### config.mk
export PLATFORM = sky130hd
export DESIGN_NAME = keypad_scanner
export DESIGN_NICKNAME = d
export VERILOG_FILES = /design/src/rtl/calc_pkg.sv /design/src/rtl/sync_2ff.sv /design/src/rtl/keypad_scanner.sv
export SDC_FILE = /design/constraint.sdc
export NUM_CORES = 1
export LEC_CHECK = 0
export ABC_AREA = 0
export BUFFER_PORTS_ARGS = -buffer_cell sky130_fd_sc_hd__buf_4
export CAP_MARGIN = 20
export CORE_MARGIN = 3
export CORE_UTILIZATION = 35
export DETAILED_ROUTE_END_ITERATION = 7
export SLEW_MARGIN = 10
export SYNTH_ARGS = -nofsm -noshare
export SYNTH_HDL_FRONTEND = slang
export SYNTH_SLANG_ARGS = --single-unit
### constraint.sdc
create_clock -name clk_i -period 3.3 [get_ports clk_i]
set_input_delay 0.165 -clock clk_i [delete_from_list [all_inputs] [get_ports clk_i]]
set_output_delay 0.165 -clock clk_i [all_outputs]
set_load 0.1 [all_outputs]
### src/rtl/calc_pkg.sv
// Calculator key types: matrix key vector, button struct, matrix-to-key map.
// Latency: n/a (types and a pure function).
// Backpressure: n/a.
package calc_pkg;

  // One bit per matrix position, bit index = 4*row + col, 1 = closed.
  typedef logic [15:0] keys_t;

  typedef enum logic [3:0] {
    KEY_0, KEY_1, KEY_2, KEY_3, KEY_4, KEY_5, KEY_6, KEY_7, KEY_8, KEY_9,
    KEY_ADD, KEY_SUB, KEY_MUL, KEY_DIV, KEY_EQ, KEY_CLR
  } key_e;

  // Field order makes the flattened bit index equal to the key_e code.
  typedef struct packed {
    logic       clr;
    logic       eq;
    logic       div;
    logic       mul;
    logic       sub;
    logic       add;
    logic [9:0] digit;
  } buttons_t;

  // Matrix layout, row 0 at the top:
  //   1 2 3 +
  //   4 5 6 -
  //   7 8 9 *
  //   C 0 = /
  localparam key_e KeyMap [16] = '{
    KEY_1,   KEY_2, KEY_3,  KEY_ADD,
    KEY_4,   KEY_5, KEY_6,  KEY_SUB,
    KEY_7,   KEY_8, KEY_9,  KEY_MUL,
    KEY_CLR, KEY_0, KEY_EQ, KEY_DIV
  };

  function automatic buttons_t keys_to_buttons(input keys_t keys);
    logic [15:0] vec;
    vec = '0;
    for (int i = 0; i < 16; i++) begin
      if (keys[i]) vec[KeyMap[i]] = 1'b1;
    end
    return buttons_t'(vec);
  endfunction

endpackage

### src/rtl/sync_2ff.sv
// Two-flop synchronizer for asynchronous level inputs.
// Latency: 2 clk_i cycles.
// Backpressure: none; free-running.
module sync_2ff #(
  parameter int          Width    = 4,
  parameter logic [Width-1:0] ResetVal = '1
) (
  input  logic             clk_i,
  input  logic             rst_i,
  input  logic [Width-1:0] d_i,
  output logic [Width-1:0] q_o
);

  logic [Width-1:0] meta_q;
  logic [Width-1:0] sync_q;

  // Resolve metastability over two stages; reset to the idle (released) level.
  always_ff @(posedge clk_i) begin
    if (!rst_i) begin
      meta_q <= ResetVal;
      sync_q <= ResetVal;
    end else begin
      meta_q <= d_i;
      sync_q <= meta_q;
    end
  end

  assign q_o = sync_q;

endmodule

### src/rtl/keypad_scanner.sv
// 4x4 keypad matrix scanner with frame-level debounce feeding the calculator.
// Latency: press to buttons_o within (DebounceScans+1) frames + 3 cycles.
// Backpressure: none; key_event_o is a single-cycle pulse per stable change.
module keypad_scanner
  import calc_pkg::*;
#(
  parameter int ScanDivider   = 1000,
  parameter int DebounceScans = 4
) (
  input  logic     clk_i,
  input  logic     rst_i,
  output logic [3:0] rows_o,
  input  logic [3:0] cols_i,
  output buttons_t buttons_o,
  output logic     key_event_o
);

  localparam int CntW   = (ScanDivider > 1) ? $clog2(ScanDivider) : 1;
  localparam int MatchW = $clog2(DebounceScans + 1);
  localparam logic [CntW-1:0]   SlotLast = CntW'(ScanDivider - 1);
  localparam logic [MatchW-1:0] MatchMax = MatchW'(DebounceScans);

  // Rows must stay driven long enough for the column change to clear the synchronizer.
  if (ScanDivider < 4) begin : g_bad_divider
    $error("keypad_scanner: ScanDivider must be >= 4");
  end

  logic [3:0]        col_sync;
  logic              running_q;
  logic [CntW-1:0]   slot_cnt_q;
  logic [1:0]        row_q;
  logic [3:0]        rows_q;
  keys_t             snap_q;
  keys_t             prev_q;
  keys_t             stable_q;
  logic [MatchW-1:0] match_q;
  logic              key_event_q;

  logic              slot_last;
  logic              frame_end;
  logic [1:0]        row_d;
  keys_t             snap_d;
  logic [MatchW-1:0] match_d;

  sync_2ff #(
    .Width    (4),
    .ResetVal (4'hF)
  ) u_col_sync (
    .clk_i (clk_i),
    .rst_i (rst_i),
    .d_i   (cols_i),
    .q_o   (col_sync)
  );

  // Slot/frame boundaries, the snapshot including the row being closed, next match count.
  always_comb begin
    slot_last = running_q && (slot_cnt_q == SlotLast);
    frame_end = slot_last && (row_q == 2'd3);
    row_d     = row_q + 2'd1;
    snap_d    = snap_q;
    snap_d[{row_q, 2'b00} +: 4] = ~col_sync;
    if (snap_d != prev_q) begin
      match_d = MatchW'(1);
    end else if (match_q == MatchMax) begin
      match_d = match_q;
    end else begin
      match_d = match_q + MatchW'(1);
    end
  end

  // Row scan sequencing, column sampling and frame-level debounce of the key vector.
  always_ff @(posedge clk_i) begin
    if (!rst_i) begin
      running_q   <= 1'b0;
      slot_cnt_q  <= '0;
      row_q       <= 2'd0;
      rows_q      <= 4'b1111;
      snap_q      <= '0;
      prev_q      <= '0;
      stable_q    <= '0;
      match_q     <= '0;
      key_event_q <= 1'b0;
    end else begin
      key_event_q <= 1'b0;
      if (!running_q) begin
        // First edge out of reset opens slot 0 of a fresh frame.
        running_q <= 1'b1;
        rows_q    <= 4'b1110;
      end else if (slot_last) begin
        slot_cnt_q <= '0;
        row_q      <= row_d;
        rows_q     <= ~(4'b0001 << row_d);
        snap_q     <= snap_d;
        if (frame_end) begin
          prev_q  <= snap_d;
          match_q <= match_d;
          if ((match_d == MatchMax) && (snap_d != stable_q)) begin
            stable_q    <= snap_d;
            key_event_q <= 1'b1;
          end
        end
      end else begin
        slot_cnt_q <= slot_cnt_q + CntW'(1);
      end
    end
  end

  assign rows_o      = rows_q;
  assign key_event_o = key_event_q;
  assign buttons_o   = keys_to_buttons(stable_q);

endmodule
Word level (Yosys, flattened, before mapping):

Index checks and enable logic that the tools add are counted.

* reductions and logical operators: 8
* shift-type cells: 3
* $add $sub $neg: 4
* order comparisons: 0
* bitwise gates (word level): 2
* divide/modulo/power cells: 0
* eq/ne operators: 7
* multiplexer cells: 24
* multiply operators: 0

Operator list (count)
* $ne 16x16->1: 2
* $mux 1: 20
* $bwmux 16: 1
* $shift 4x6->16 const A: 1
* $shiftx 4x6->16: 1
* $add 10x1->10 const B: 1
* $eq 10x10->1 const B: 1
* $mux 10: 1
* $not 4->4: 2
* $reduce_and 4->1: 2
* $eq 3x3->1 const B: 2
* $mux 3: 2
* $neg 4->6: 1
* $reduce_and 2->1: 2
* $shl 1x2->4 const A: 1
* $add 3x1->3 const B: 1
* $logic_and 1x1->1: 3
* $reduce_and 3->1: 1
* $add 2x1->2 const B: 1
* $eq 2x2->1 const B: 1
* $ne 2x1->1 const B: 1

* bits in writable memories: 0
* flip-flop bits (word level): 77
* ROM bits: 0
* latch bits: 0
* output and inout port bits: 21
* memories kept: 0

Longest topological paths before layout:

Gate-level depths: netlist (run 1).

* depth after elaboration: 8
* depth in mapped cells: 14
* depth with buffers taken out: 9

Cells and area by module:

A second synthesis (run 1) with hierarchy kept.

* cell total of the unflattened synthesis: 502
* area, all modules: 4182.8 um2

Modules (own cells, without submodules)
* keypad_scanner: times used 1, cells an instance 486, seq. area each 1381.3 um2, area an instance 3972.6 um2
* sync_2ff: times used 1, cells an instance 16, seq. area each 160.2 um2, area an instance 210.2 um2

Least setup slack after synthesis (run 1):

No wires, ideal clock.

* kind: register to register
* from: register row_q[0]
* to: register stable_q[5]
* setup slack: 0.113 ns
* cell stages (with the launch flop): 14
* clock period less this slack: 3.187 ns
* arrival: 3.065 ns
* setup time: 0.122 ns
* cells stage by stage: dfxtp_1 buf_4 buf_4 inv_1 ha_1 buf_4 or4b_1 o21a_1 xor2_1 and4_1 and4_1 o2111ai_4 buf_6 mux2i_1

* longest elaborated chain between the ends: 8
* elaborated cells on any way between the ends: 12

RTL lines
* from (decl): line keypad_scanner.sv:31 `logic [1:0] row_q;`
* from (signal assigned): line keypad_scanner.sv:91 `row_q <= row_d;`
* $neg 4->6: line keypad_scanner.sv:61 `snap_d[{row_q, 2'b00} +: 4] = ~col_sync;`
* $shiftx 4x6->16 / $shift 4x6->16 (equally long branches): line keypad_scanner.sv:61
* $bwmux 16: line keypad_scanner.sv:61
* $ne 16x16->1: line keypad_scanner.sv:62 `if (snap_d != prev_q) begin`
* $mux 3: line keypad_scanner.sv:62
* $eq 3x3->1: line keypad_scanner.sv:97 `if ((match_d == MatchMax) && (snap_d != stable_q)) begin`
* $logic_and 1x1->1: line keypad_scanner.sv:97
* $reduce_and 4->1 (no line)
* to (signal assigned): line keypad_scanner.sv:98 `stable_q <= snap_d;`
* to (decl): line keypad_scanner.sv:35 `keys_t stable_q;`

Several ways; a longest one is shown, not always the timed one.
A chain may end at the register's enable or synchronous reset.

Worst setup path in the final report (run 1):

* from: register row_q[1]
* to: register stable_q[5]

The elaborated chain is that of the path after synthesis.

==> results of run 1 <==
==> power groups by stage <==
| stage | Clock [mW] | Combinational (mW) | Sequential (mW) |
|---|---|---|---|
| after floorplan | 0 | 0.0427 | 0.969 |
| after global placement | 0 | 0.0642 | 0.967 |
| after detailed placement | 0 | 0.0651 | 0.967 |
| after CTS | 1.01 | 0.0654 | 0.946 |
| after global routing | 1.06 | 0.0717 | 0.947 |
| final | 0.989 | 0.0645 | 0.946 |
==> sequential cells by signal, indices dropped and copies added (netlist names) <==
signal,flops
key_event_o,1
match_q,3
prev_q,16
row_q,2
rows_o,4
running_q,1
slot_cnt_q,10
snap_q,16
stable_q,16
u_col_sync.meta_q,4
u_col_sync.q_o,4
==> metrics by stage <==
stage	instance area [µm²]	hold WS (ns)	std cells
5_1_grt	4710	0.0141	630
4_1_cts	4700	0.00296	630
3_3_place_gp	4400	0.348	614
6_report	4710	0.00938	630
3_5_place_dp	4400	0.351	614
2_1_floorplan	4060	0.193	461
==> metal layers <==
metal	vias to the layer above	share of wire, %	GRT usage, %
li1	1679	-	-
met1	1613	48	22.8
met2	82	46	24.9
met3	12	5.0	3.02
met4	0	1.5	5.13
met5	-	0	0
==> cell type report <==
cell class / instances / area (µm²)
Sequential cell: 77 / 1540
Timing Repair Buffer: 39 / 293
Clock inverter: 6 / 71.3
Fill cell: 1091 / 6370
Inverter: 15 / 56.3
Clock buffer: 10 / 229
Multi-Input combinational cell: 343 / 2340
Tap cell: 140 / 175
==> worst max-delay path, delay by kind of cell (launching register included) <==
family | cells | cell delay (ns)
AOI/OAI and AO/OA | 2 | 0.47
adders and majority gates | 1 | 0.54
buffers and inverters | 2 | 0.32
DFF | 1 | 0.34
muxes | 2 | 0.28
and+or+nand+nor | 3 | 1.02
==> worst max path at each step <==
stage | to | slack, ns | cells past startpoint
4_1_cts | stable_q[5] | 0.07 | 10
3_5_place_dp | stable_q[3] | 0.11 | 10
2_1_floorplan | stable_q[5] | 0.11 | 13
6_report | stable_q[5] | 0.20 | 10
3_3_place_gp | stable_q[0] | 0.22 | 10
5_1_grt | stable_q[3] | 0.04 | 10
==> cell families after synthesis <==
logic type | synth area share (%)
AND/OR/NAND/NOR | 25.0
flip-flops | 38.0
multiplexers | 6.56
buffers and inverters | 4.56
AO/OA/AOI/OAI | 15.6
XOR/XNOR | 7.55
adder cells (fa/ha/maj) | 2.77
==> cell usage in the layout, fill, tap and decap left out, drive strengths merged, types with 10 or more instances in the layout <==
cell type / netlist / final
nor3: 10 / 10
nand2: 36 / 36
xor2: 17 / 17
dfxtp: 77 / 77
a211oi: 26 / 26
nand2b: 26 / 26
xnor2: 18 / 18
o21ai: 12 / 12
a21oi: 17 / 17
clkbuf: 17 / 10
inv: 14 / 15
nor2: 58 / 58
buf: 9 / 39
mux2i: 24 / 24
==> timing repair <==
item,CTS,global route
hold endpoints to repair,0,0
buffers inserted,0,0
gates resized for setup,0,1
endpoints found under the setup margin,0,17
==> impl_metrics.py, run 1 <==
metrics = {
    "outcome": {
        "status": "finished clean",
    },
    "worst_setup_path": {
        "r2r_start": "row_q[1]",
        "r2r_cells": 10,
        "crit_fanout": 16,
        "crit_type": "register to register",
        "r2r_setup_slack_ns": 0.20,
        "cpMostUsedCell": "mux2i_1",
        "cp-startpoint": "row_q[1]",
        "cp-end-kind": "register",
        "worstPathArrival_ns": 3.31,
        "slowest_delay_ns": 0.54,
        "cp.required_ns": 3.51,
        "crit_slowest_cell": "ha_2",
        "start_kind": "register",
        "r2r-end": "stable_q[5]",
        "worstPathCellList": "inv_1 -> ha_2 -> and4bb_2 -> mux2i_1 -> a22o_1 -> nor4_2 -> and4_1 -> o2111ai_4 -> buf_4 -> mux2i_1",
    },
    "grt": {
        "grt_usage_pct": 16.1,
        "grt_pass1_wl_mm": 16.7,
        "grt_pass1_vias": 3199,
        "grt_max_degree": 44,
        "overflow": 0,
        "antenna_found_initial": 0,
    },
    "die": {
        "start_util_pct": 36.7,
        "die_y_um": 114,
        "core.rowCount": 38,
        "io_pins": 27,
        "fp.dieW_um": 114,
        "core-area_um2": 11100,
        "dieArea_um2": 12900,
    },
    "route": {
        "viasPerCell": 5.37,
        "route.detailed.drc": 0,
        "ant_nets": 0,
        "wl_mm": 9.93,
        "drtIter0Drc": 217,
        "routedWlPerCell_um": 15.8,
        "first_pass_iters": 4,
        "vias": 3386,
    },
    "clock_tree": {
        "numClockSinks": 77,
        "cts-root-buf": "clkbuf_16",
        "clk_pin_slew_ns": 0.07,
        "insertion_delay_ns": 0.34,
        "cts.path.max_buffers": 2,
        "cts_tree": "yes",
        "cts_max_level": 3,
        "cts_made_buffers": 9,
        "ctsHoldBuffers": 0,
    },
    "sta": {
        "fin_worst_skew_ns": 0.00950,
        "relSlewSlack_pct": 63.3,
        "slew_viol_final": 0,
        "rsz0062_at_grt": "false",
        "tightest_slew_ns": 0.550,
        "worst_slack_ns": 0.198,
        "hold_violations": 0,
        "tns_ns": 0,
        "setup-violations-final": 0,
        "max_freq_mhz": 322,
        "finalCritPeriodShare_pct": 94.0,
        "timing.final.crit_period_ns": 3.10,
    },
    "logic_synthesis": {
        "synth_area_leader_cell": "dfxtp_1",
        "yosysWarnings": 0,
        "syn_nets": 476,
        "ys_seq_area_share_pct": 38.0,
        "syn_area_um2": 4060,
        "synth_flop_cell": "dfxtp_1",
        "yosysTopAreaCellShare_pct": 38.0,
        "ys_seq_elements": 77,
        "syn-instance-count": 461,
        "synth.most_common_cell": "dfxtp_1",
        "yosys-top-cells-area": "dfxtp_1 38%, mux2i_1 5.7%, nor2_1 5.4%",
        "yosysUniqueCellTypes": 59,
        "synth-async-reset-ratio_pct": 0,
        "synth_area_per_cell_um2": 8.81,
        "synth_edf_count": 0,
        "yosys-top-cells-count": "77 x dfxtp_1, 58 x nor2_1, 36 x nand2_1",
    },
    "cells_and_area": {
        "n_antenna_cell": 0,
        "syn_to_final_growth_pct": 15.9,
        "fin_util_pct": 42.5,
        "nets": 500,
        "drive_above_1_share_pct": 14.9,
    },
    "flow_run": {
        "cap_violations": 0,
    },
    "place": {
        "gp_congestion": 0.877,
        "dp_worst_setup_slack_ns": 0.114,
        "hpwl_mm": 6.98,
        "portBuffers": 26,
    },
    "power": {
        "p_clk_share_pct": 49.5,
        "p_leak_nw": 1.73,
        "power_switching_mw": 0.450,
        "power.share.sequential_pct": 47.3,
        "comb_power_share_pct": 3.2,
        "swShare_pct": 22.5,
        "p_total_mw": 2.00,
        "p_int_mw": 1.55,
        "powerDensity_nw_per_um2": 425,
        "vdd_ir_drop_max_uv": 244,
    },
    "hold_path": {
        "min_to": "u_col_sync.meta_q[0]",
        "hp-start": "cols_i[0]",
        "hold_path.class": "input pin to register",
        "min_path_cells": 2,
    },
}
(Power assumes the default switching activity.)
==> run 2: changes to the inputs <==
Settings changed: RECOVER_POWER from default to 25.
==> run 2 against run 1 <==
Net effect: the flow now finishes with violations (capacitance limit, slew limit); design area fell by 1.2%; register-to-register slack barely moved; final cell count unchanged; wire length up 0.37%; fmax increased by 0.45%; clock skew grew 0.00065 ns; combinational power down 2%; flip-flop and latch count unchanged; via count is 0.27% higher; power barely moved; count of clock-buffer cells in the layout unchanged; largest cell class unchanged; largest power group unchanged; highest routed layer unchanged.
==> impl_metrics.py, run 2 (synthesized netlist as in run 1, its figures left out) <==
metrics = {
    "outcome": {
        "status": "finished with violations",
        "violations": "capacitance limit, slew limit",
    },
    "power": {
        "vdd_ir_drop_max_uv": 244,
        "powerDensity_nw_per_um2": 430,
        "p_leak_nw": 1.67,
    },
    "place": {
        "gp_congestion": 0.877,
        "portBuffers": 26,
        "hpwl_mm": 6.98,
        "dp_worst_setup_slack_ns": 0.114,
    },
    "sta": {
        "hold_violations": 0,
        "timing.final.crit_period_ns": 3.09,
        "relSlewSlack_pct": -22.5,
        "worst_slack_ns": 0.212,
        "max_freq_mhz": 324,
        "finalCritPeriodShare_pct": 93.6,
        "tns_ns": 0,
        "slew_viol_final": 43,
        "tightest_slew_ns": 1.84,
        "setup-violations-final": 0,
        "rsz0062_at_grt": "false",
        "fin_worst_skew_ns": 0.0101,
    },
    "grt": {
        "overflow": 0,
        "grt_usage_pct": 16.1,
        "top_usage_layer": "met2",
        "met3_usage_pct": 3.02,
        "grt_pass1_wl_mm": 16.7,
        "grt_pass1_vias": 3199,
        "use_met1_pct": 22.8,
        "use_met2_pct": 24.9,
        "antenna_found_initial": 0,
        "grt_max_degree": 44,
    },
    "worst_setup_path": {
        "crit_type": "register to register",
        "r2r_setup_slack_ns": 0.21,
        "worstPathCellList": "inv_1 -> ha_2 -> and4bb_2 -> mux2i_1 -> a22o_1 -> nor4_2 -> and4_1 -> o2111ai_4 -> buf_4 -> mux2i_1",
        "crit_fanout": 16,
        "r2r_cells": 10,
        "crit_slowest_cell": "ha_2",
        "slowest_delay_ns": 0.54,
        "r2r_start": "row_q[1]",
        "cpMostUsedCell": "mux2i_1",
        "cp-end-kind": "register",
        "cp.required_ns": 3.51,
        "r2r-end": "stable_q[5]",
        "start_kind": "register",
        "worstPathArrival_ns": 3.30,
    },
    "clock_tree": {
        "cts_max_level": 3,
        "cts.path.max_buffers": 2,
        "postCtsSetupRepairBufs": 0,
        "cts-root-buf": "clkbuf_16",
        "insertion_delay_ns": 0.34,
        "cts_tree": "yes",
        "clk_pin_slew_ns": 0.07,
        "cts_made_buffers": 9,
        "numClockSinks": 77,
    },
    "route": {
        "vias": 3395,
        "routedWlPerCell_um": 15.8,
        "drtIter0Drc": 215,
        "wl_mm": 9.97,
        "viasPerCell": 5.39,
        "ant_nets": 0,
        "route.detailed.drc": 0,
        "first_pass_iters": 5,
    },
    "die": {
        "io_pins": 27,
        "dieArea_um2": 12900,
        "core.rowCount": 38,
        "fp.dieW_um": 114,
        "start_util_pct": 36.7,
        "die_y_um": 114,
        "core-area_um2": 11100,
    },
    "flow_run": {
        "cap_violations": 1,
    },
    "hold_path": {
        "hold_path.class": "input pin to register",
        "hp-start": "cols_i[0]",
        "min_path_cells": 2,
        "min_to": "u_col_sync.meta_q[0]",
    },
    "cells_and_area": {
        "reg_top3": "prev_q x16, snap_q x16, stable_q x16",
        "syn_to_final_growth_pct": 14.4,
        "nFillCells": 1101,
        "multi_input_area_um2": 2340,
        "mostFrequentLayoutCell": "dfxtp_1",
        "n_antenna_cell": 0,
        "final_cell_mix": "77 x dfxtp_1, 58 x nor2_1, 36 x nand2_1",
        "area.sequential_um2": 1540,
        "drive_above_1_share_pct": 11.8,
        "nets": 500,
    },
}
-- run 2: area by class of cell --
type / instances / share of cell area, %
flip-flops and latches: 77 / 33.2
clock inverters: 6 / 1.53
clock buffers: 10 / 4.93
repair buffers: 39 / 5.03
multi-input cells: 343 / 50.3
well taps: 140 / 3.77
inverters: 15 / 1.21
-- run 2: per-layer routing --
| metal | wire, µm | up-vias | share of wire, % |
|---|---|---|---|
| li1 | - | 1682 | - |
| met1 | 4770 | 1633 | 48 |
| met2 | 4620 | 72 | 46 |
| met3 | 457 | 8 | 4.6 |
| met4 | 119 | 0 | 1.2 |
| met5 | 0 | - | 0 |
-- run 2: repair_timing --
action,CTS,global route
endpoints found under the setup margin,0,17
hold endpoints to repair,0,0
resized for setup,0,1
hold buffers,0,0
-- run 2: worst max path at each step --
stage                     depth (start not counted)  slack (ns)      from           to
after floorplan                                  13        0.11  row_q[0]  stable_q[5]
after global placement                           10        0.22  row_q[0]  stable_q[0]
after detailed placement                         10        0.11  row_q[1]  stable_q[3]
after CTS                                        10        0.07  row_q[1]  stable_q[5]
after global routing                             10        0.04  row_q[1]  stable_q[3]
final                                            10        0.21  row_q[1]  stable_q[5]
-- run 2: power breakdown --
part	internal [mW]	switching, mW	leakage [nW]
logic	0.0207	0.0424	0.906
registers	0.937	0.00892	0.623
clock network	0.591	0.399	0.139
-- run 2: worst max-delay path: cells and delay by family, from the launching register on --
family	cells	cell delay (ns)
AOI/OAI and AO/OA	2	0.47
buffers and inverters	2	0.32
adders and majority gates	1	0.54
and+or+nand+nor	3	1.02
muxes	2	0.27
DFF	1	0.34
-- run 2: metrics by stage --
step | cells | hold slack, ns | instance area (µm²) | util [%] | total power, mW
after floorplan | 461 | 0.193 | 4060 | - | 1.01
after global placement | 614 | 0.348 | 4400 | 39.7 | 1.03
after detailed placement | 614 | 0.351 | 4400 | 39.7 | 1.03
after CTS | 630 | 0.00296 | 4700 | 42.5 | 2.02
after global routing | 630 | 0.0141 | 4650 | 41.9 | 2.07
final | 630 | 0.0104 | 4650 | 41.9 | 2.00
